--- config.mk ---
export PLATFORM = sky130hd
export DESIGN_NAME = cacheline_arbiter
export DESIGN_NICKNAME = d
export VERILOG_FILES = /design/src/rtl/cacheline_arbiter.sv
export SDC_FILE = /design/constraint.sdc
export NUM_CORES = 2
export LEC_CHECK = 0
export CAP_MARGIN = 30
export CORE_AREA = 4 4 536 538
export CTS_CLUSTER_SIZE = 30
export DETAILED_ROUTE_END_ITERATION = 8
export DIE_AREA = 0 0 540 542
export SKIP_LAST_GASP = 1
export SLEW_MARGIN = 40
export SYNTH_ARGS = -nofsm -noshare
export SYNTH_HDL_FRONTEND = slang
export SYNTH_SLANG_ARGS = --single-unit
--- constraint.sdc ---
create_clock -name clk -period 3.8 [get_ports clk]
set_input_delay 0.95 -clock clk [delete_from_list [all_inputs] [get_ports clk]]
set_output_delay 0.95 -clock clk [all_outputs]
set_load 0.02 [all_outputs]
--- src/rtl/cacheline_arbiter.sv ---
// Arbitrates the single cacheline memory port between the I-cache and the D-cache.
// One whole line transaction is granted at a time. Every output is driven straight from a flop.
module cacheline_arbiter #(
  parameter int ADDR_W      = 32,
  parameter int LINE_W      = 256,
  parameter bit DCACHE_PRIO = 1'b0
) (
  input  logic              clk,
  input  logic              rst,
  input  logic [ADDR_W-1:0] i_addr,
  input  logic              i_read,
  output logic [LINE_W-1:0] i_rdata,
  output logic              i_resp,
  input  logic [ADDR_W-1:0] d_addr,
  input  logic              d_read,
  input  logic              d_write,
  input  logic [LINE_W-1:0] d_wdata,
  output logic [LINE_W-1:0] d_rdata,
  output logic              d_resp,
  output logic [ADDR_W-1:0] m_addr,
  output logic              m_read,
  output logic              m_write,
  output logic [LINE_W-1:0] m_wdata,
  input  logic [LINE_W-1:0] m_rdata,
  input  logic              m_resp
);

  typedef enum logic [1:0] {IDLE, BUSY_I, BUSY_D, DONE} state_t;

  localparam logic [ADDR_W-1:0] LINE_MASK = ~ADDR_W'(5'h1f);

  state_t              state_q, state_d;
  logic                last_grant_q, last_grant_d;  // 1 = D-cache was granted last
  logic [ADDR_W-1:0]   m_addr_q, m_addr_d;
  logic                m_read_q, m_read_d;
  logic                m_write_q, m_write_d;
  logic [LINE_W-1:0]   m_wdata_q, m_wdata_d;
  logic [LINE_W-1:0]   i_rdata_q, i_rdata_d;
  logic                i_resp_q, i_resp_d;
  logic [LINE_W-1:0]   d_rdata_q, d_rdata_d;
  logic                d_resp_q, d_resp_d;
  logic                d_req;
  logic                grant_d;

  always_comb begin
    state_d      = state_q;
    last_grant_d = last_grant_q;
    m_addr_d     = m_addr_q;
    m_read_d     = m_read_q;
    m_write_d    = m_write_q;
    m_wdata_d    = m_wdata_q;
    i_rdata_d    = i_rdata_q;
    i_resp_d     = 1'b0;
    d_rdata_d    = d_rdata_q;
    d_resp_d     = 1'b0;
    d_req        = d_read || d_write;
    grant_d      = 1'b0;

    case (state_q)
      IDLE: begin
        if (i_read || d_req) begin
          // On a tie D wins when it has priority or when I was served last.
          grant_d      = d_req && (!i_read || DCACHE_PRIO || !last_grant_q);
          last_grant_d = grant_d;
          if (grant_d) begin
            state_d   = BUSY_D;
            m_addr_d  = d_addr & LINE_MASK;
            m_write_d = d_write;
            m_read_d  = !d_write;
            m_wdata_d = d_write ? d_wdata : '0;
          end else begin
            state_d   = BUSY_I;
            m_addr_d  = i_addr & LINE_MASK;
            m_write_d = 1'b0;
            m_read_d  = 1'b1;
            m_wdata_d = '0;
          end
        end
      end
      BUSY_I: begin
        if (m_resp) begin
          i_rdata_d = m_rdata;
          i_resp_d  = 1'b1;
          m_read_d  = 1'b0;
          m_write_d = 1'b0;
          state_d   = DONE;
        end
      end
      BUSY_D: begin
        if (m_resp) begin
          d_rdata_d = m_rdata;
          d_resp_d  = 1'b1;
          m_read_d  = 1'b0;
          m_write_d = 1'b0;
          state_d   = DONE;
        end
      end
      DONE: state_d = IDLE;
      default: state_d = IDLE;
    endcase
  end

  always_ff @(posedge clk) begin
    if (rst) begin
      state_q      <= IDLE;
      last_grant_q <= 1'b1;
      m_addr_q     <= '0;
      m_read_q     <= 1'b0;
      m_write_q    <= 1'b0;
      m_wdata_q    <= '0;
      i_rdata_q    <= '0;
      i_resp_q     <= 1'b0;
      d_rdata_q    <= '0;
      d_resp_q     <= 1'b0;
    end else begin
      state_q      <= state_d;
      last_grant_q <= last_grant_d;
      m_addr_q     <= m_addr_d;
      m_read_q     <= m_read_d;
      m_write_q    <= m_write_d;
      m_wdata_q    <= m_wdata_d;
      i_rdata_q    <= i_rdata_d;
      i_resp_q     <= i_resp_d;
      d_rdata_q    <= d_rdata_d;
      d_resp_q     <= d_resp_d;
    end
  end

  // Protocol checks; a response that lands while reset is held is expected and ignored.
  always_ff @(posedge clk) begin
    if (!rst) begin
      assert (!(d_read && d_write))
        else $error("cacheline_arbiter: d_read and d_write asserted together");
      assert (!m_resp || state_q == BUSY_I || state_q == BUSY_D)
        else $error("cacheline_arbiter: m_resp with no transaction in flight");
    end
  end

  assign i_rdata = i_rdata_q;
  assign i_resp  = i_resp_q;
  assign d_rdata = d_rdata_q;
  assign d_resp  = d_resp_q;
  assign m_addr  = m_addr_q;
  assign m_read  = m_read_q;
  assign m_write = m_write_q;
  assign m_wdata = m_wdata_q;

endmodule
==> impl_metrics.json <==
{
  "status": "finished, final reports clean",
  "reg2reg_slack_ps": 1720,
  "p_leak_nw": 15.9,
  "path_delay_family": "buffers and inverters",
  "cts_resized": 0,
  "yosys_register_bits": 802,
  "die_h_um": 542,
  "htreeDepth": 3,
  "synth_area_leaders": "dfxtp_1, nand2_1, a21oi_1",
  "dpl.hpwl_mm": 180,
  "ios": 1386,
  "clock_latency_ps": 820,
  "ys_seq_area_frac": 0.569,
  "crit_fanout": 2,
  "routed_wl_mm": 218,
  "ys.warnings.count": 0,
  "powerDensity_nw_per_um2": 601,
  "grt_pass1_vias": 28200,
  "area_growth_pct": 75.9,
  "vdd_drop_max_v": 0.000608,
  "rows": 195,
  "initial_core_util": 0.100,
  "cpPeakStageDelay_ps": 980,
  "vias": 30700,
  "netlist.area_leader.share": 0.569,
  "ys_types": 31,
  "synthCells": 3557,
  "drtIter0Drc": 2019,
  "r2r_end": "m_addr[17]",
  "rsz0062_at_grt": "false",
  "async_flop_share": 0,
  "cts_buffers": 103,
  "critPathBufInv": 1,
  "cp_cell_sequence": "clkdlybuf4s50_1",
  "antenna_found_initial": 214,
  "drcViolationCount": 0,
  "grt_pass1_wl_mm": 276,
  "synth_ff_type": "dfxtp_1",
  "clk_pin_slew_worst_paths_ps": 60,
  "regArea_um2": 16100,
  "dr.pass1.iters": 5,
  "post_drt_via_cell_ratio": 3.55,
  "holdPathStages": 2,
  "min_to": "m_wdata[62]",
  "fmax_mhz": 323,
  "synth_area_leader_cell": "dfxtp_1",
  "place_congestion": 0.919,
  "postRouteAntennaNets": 0,
  "dp_slack_ps": 722,
  "drive_gt1_frac": 0.0479,
  "worst_pin_slew_ps": 758,
  "fin_crit_sh": 0.815,
  "crit_path_top_delay_cell": "clkdlybuf4s50_1",
  "grt_util_all_layers": 0.140,
  "overflow": 0,
  "maxSlewHeadroom": 0.493,
  "hold_violations": 0,
  "start_kind": "register",
  "cts_hold_buf": 0,
  "fin_nets": 5379,
  "grt_max_degree": 108,
  "final_area_um2": 49600,
  "finalCriticalPeriod_ps": 3100,
  "skew_ps": 53.6,
  "clockRootBuffer": "clkbuf_16",
  "setup_ws_ps": 703,
  "cp_data_arrival_time_ps": 2150,
  "ff2ff_path_depth": 7,
  "io_buffers": 1370,
  "n_fill_cell": 31900,
  "design.die.area_um2": 293000,
  "synth-edff-count": 0,
  "crit_type": "register to output port",
  "dpl_cell_area_um2": 46200,
  "multi_input_area_um2": 10800,
  "reg2reg_from": "state_q[0]",
  "required_ps": 2850,
  "min_path_type": "register to register",
  "max-cap-violations": 0,
  "core_um2": 282000,
  "post-cts-setup-buffers": 0,
  "clk_path_buf_depth": 4,
  "cts.sink_count": 802,
  "worstHoldStart": "m_wdata[62]",
  "drv_slew": 0,
  "fp.dieW_um": 540,
  "cp-end-kind": "output port",
  "setup_viol": 0,
  "synth_area_per_cell_um2": 7.93,
  "wl_per_cell_um": 25.2,
  "fin_setup_tns_ps": 0,
  "cts_tree": "yes",
  "synth_area_um2": 28200
}
cell usage in the layout, fill, tap and decap left out, types with 3 or more instances in the layout:
cell type           n
clkdlybuf4s50_1  1364
nand2_1          1335
dfxtp_1           802
a21oi_1           771
nand3_1           256
clkbuf_16         103
buf_12             39
diode_2            37
nor2_1             29
a311oi_1           27
buf_4              25
clkbuf_1           24
clkbuf_8           15
clkinv_2           10
inv_6              10
bufinv_16           6
conb_1              5
ha_1                4
clkinvlp_4          4
buf_2               4
o21ai_0             3
final cells by class:
type                            count  share of cell area
Sequential cell                   802               0.323
Timing Repair Buffer             1434               0.296
Tap cell                         3743              0.0943
Multi-Input combinational cell   2450               0.218
Antenna cell                       37             0.00187
Clock buffer                      142              0.0579
Clock inverter                     35             0.00852
Inverter                            2            0.000151
report_power, final:
part	internal, W	leakage (nW)	switching, W
logic	0.00358	7.77	0.00638
clock network	0.00570	1.61	0.00416
registers	0.00947	6.51	0.000549
worst reg2reg max path, stage by stage (launching register included):
cell and delay, ps:
dfxtp_1 320, inv_1 100, ha_1 300, o31a_2 260, buf_12 270, buf_12 340, nor2_1 130, a311oi_1 250
synth_stat cells, types with 2 or more instances:
master	number
nand2_1	1337
o21ai_0	3
buf_1	13
clkbuf_1	126
a21oi_1	771
dfxtp_1	802
and2_1	2
buf_2	156
a311oi_1	27
buf_4	7
inv_1	2
nor2_1	29
buf_6	5
mux2i_1	2
nand3_1	256
ha_1	4
layer usage:
layer | up-vias | track usage | routed length [um]
li1 | 14200 | - | -
met1 | 14200 | 0.141 | 76300
met2 | 1532 | 0.220 | 94900
met3 | 553 | 0.104 | 34500
met4 | 196 | 0.0592 | 10900
met5 | - | 0 | 1330
stage by stage:
stage	hold slack [ps]	power (W)	util	std cells
after global routing	464	0.0312	0.176	8620
after floorplan	476	0.0151	-	3561
after CTS	450	0.0304	0.176	8608
after detailed placement	444	0.0203	0.164	8431
after global placement	438	0.0203	0.164	8430
final	449	0.0298	0.176	8645
worst max-delay path by stage:
stage	from	end	slack (ps)	cells past startpoint
6_report	m_addr[9]	m_addr[9]	700	1
3_5_place_dp	d_write	m_wdata[27]	720	6
3_3_place_gp	d_write	m_addr[5]	650	5
5_1_grt	m_addr[5]	m_addr[5]	590	1
2_1_floorplan	d_write	m_wdata[229]	1720	7
4_1_cts	m_addr[5]	m_addr[5]	540	1
flip-flops by register name (all words and copies together) (netlist names):
name          cells
state_q           2
i_rdata         256
m_addr           27
m_read            1
last_grant_q      1
d_rdata         256
m_wdata         256
d_resp            1
i_resp            1
m_write           1
cells by family (layout without fill, tap and decap cells):
logic type | Yosys count | in the layout | share of synthesized area
fa+ha+maj | 4 | 4 | 0.00177
compound gates | 810 | 810 | 0.149
simple gates | 1629 | 1629 | 0.229
buf+inv | 309 | 1613 | 0.0503
flops | 802 | 802 | 0.569
mux | 2 | 2 | 0.000709
other cells | 1 | 42 | 0.000133
Note: power is estimated with default switching activity, not from simulation.
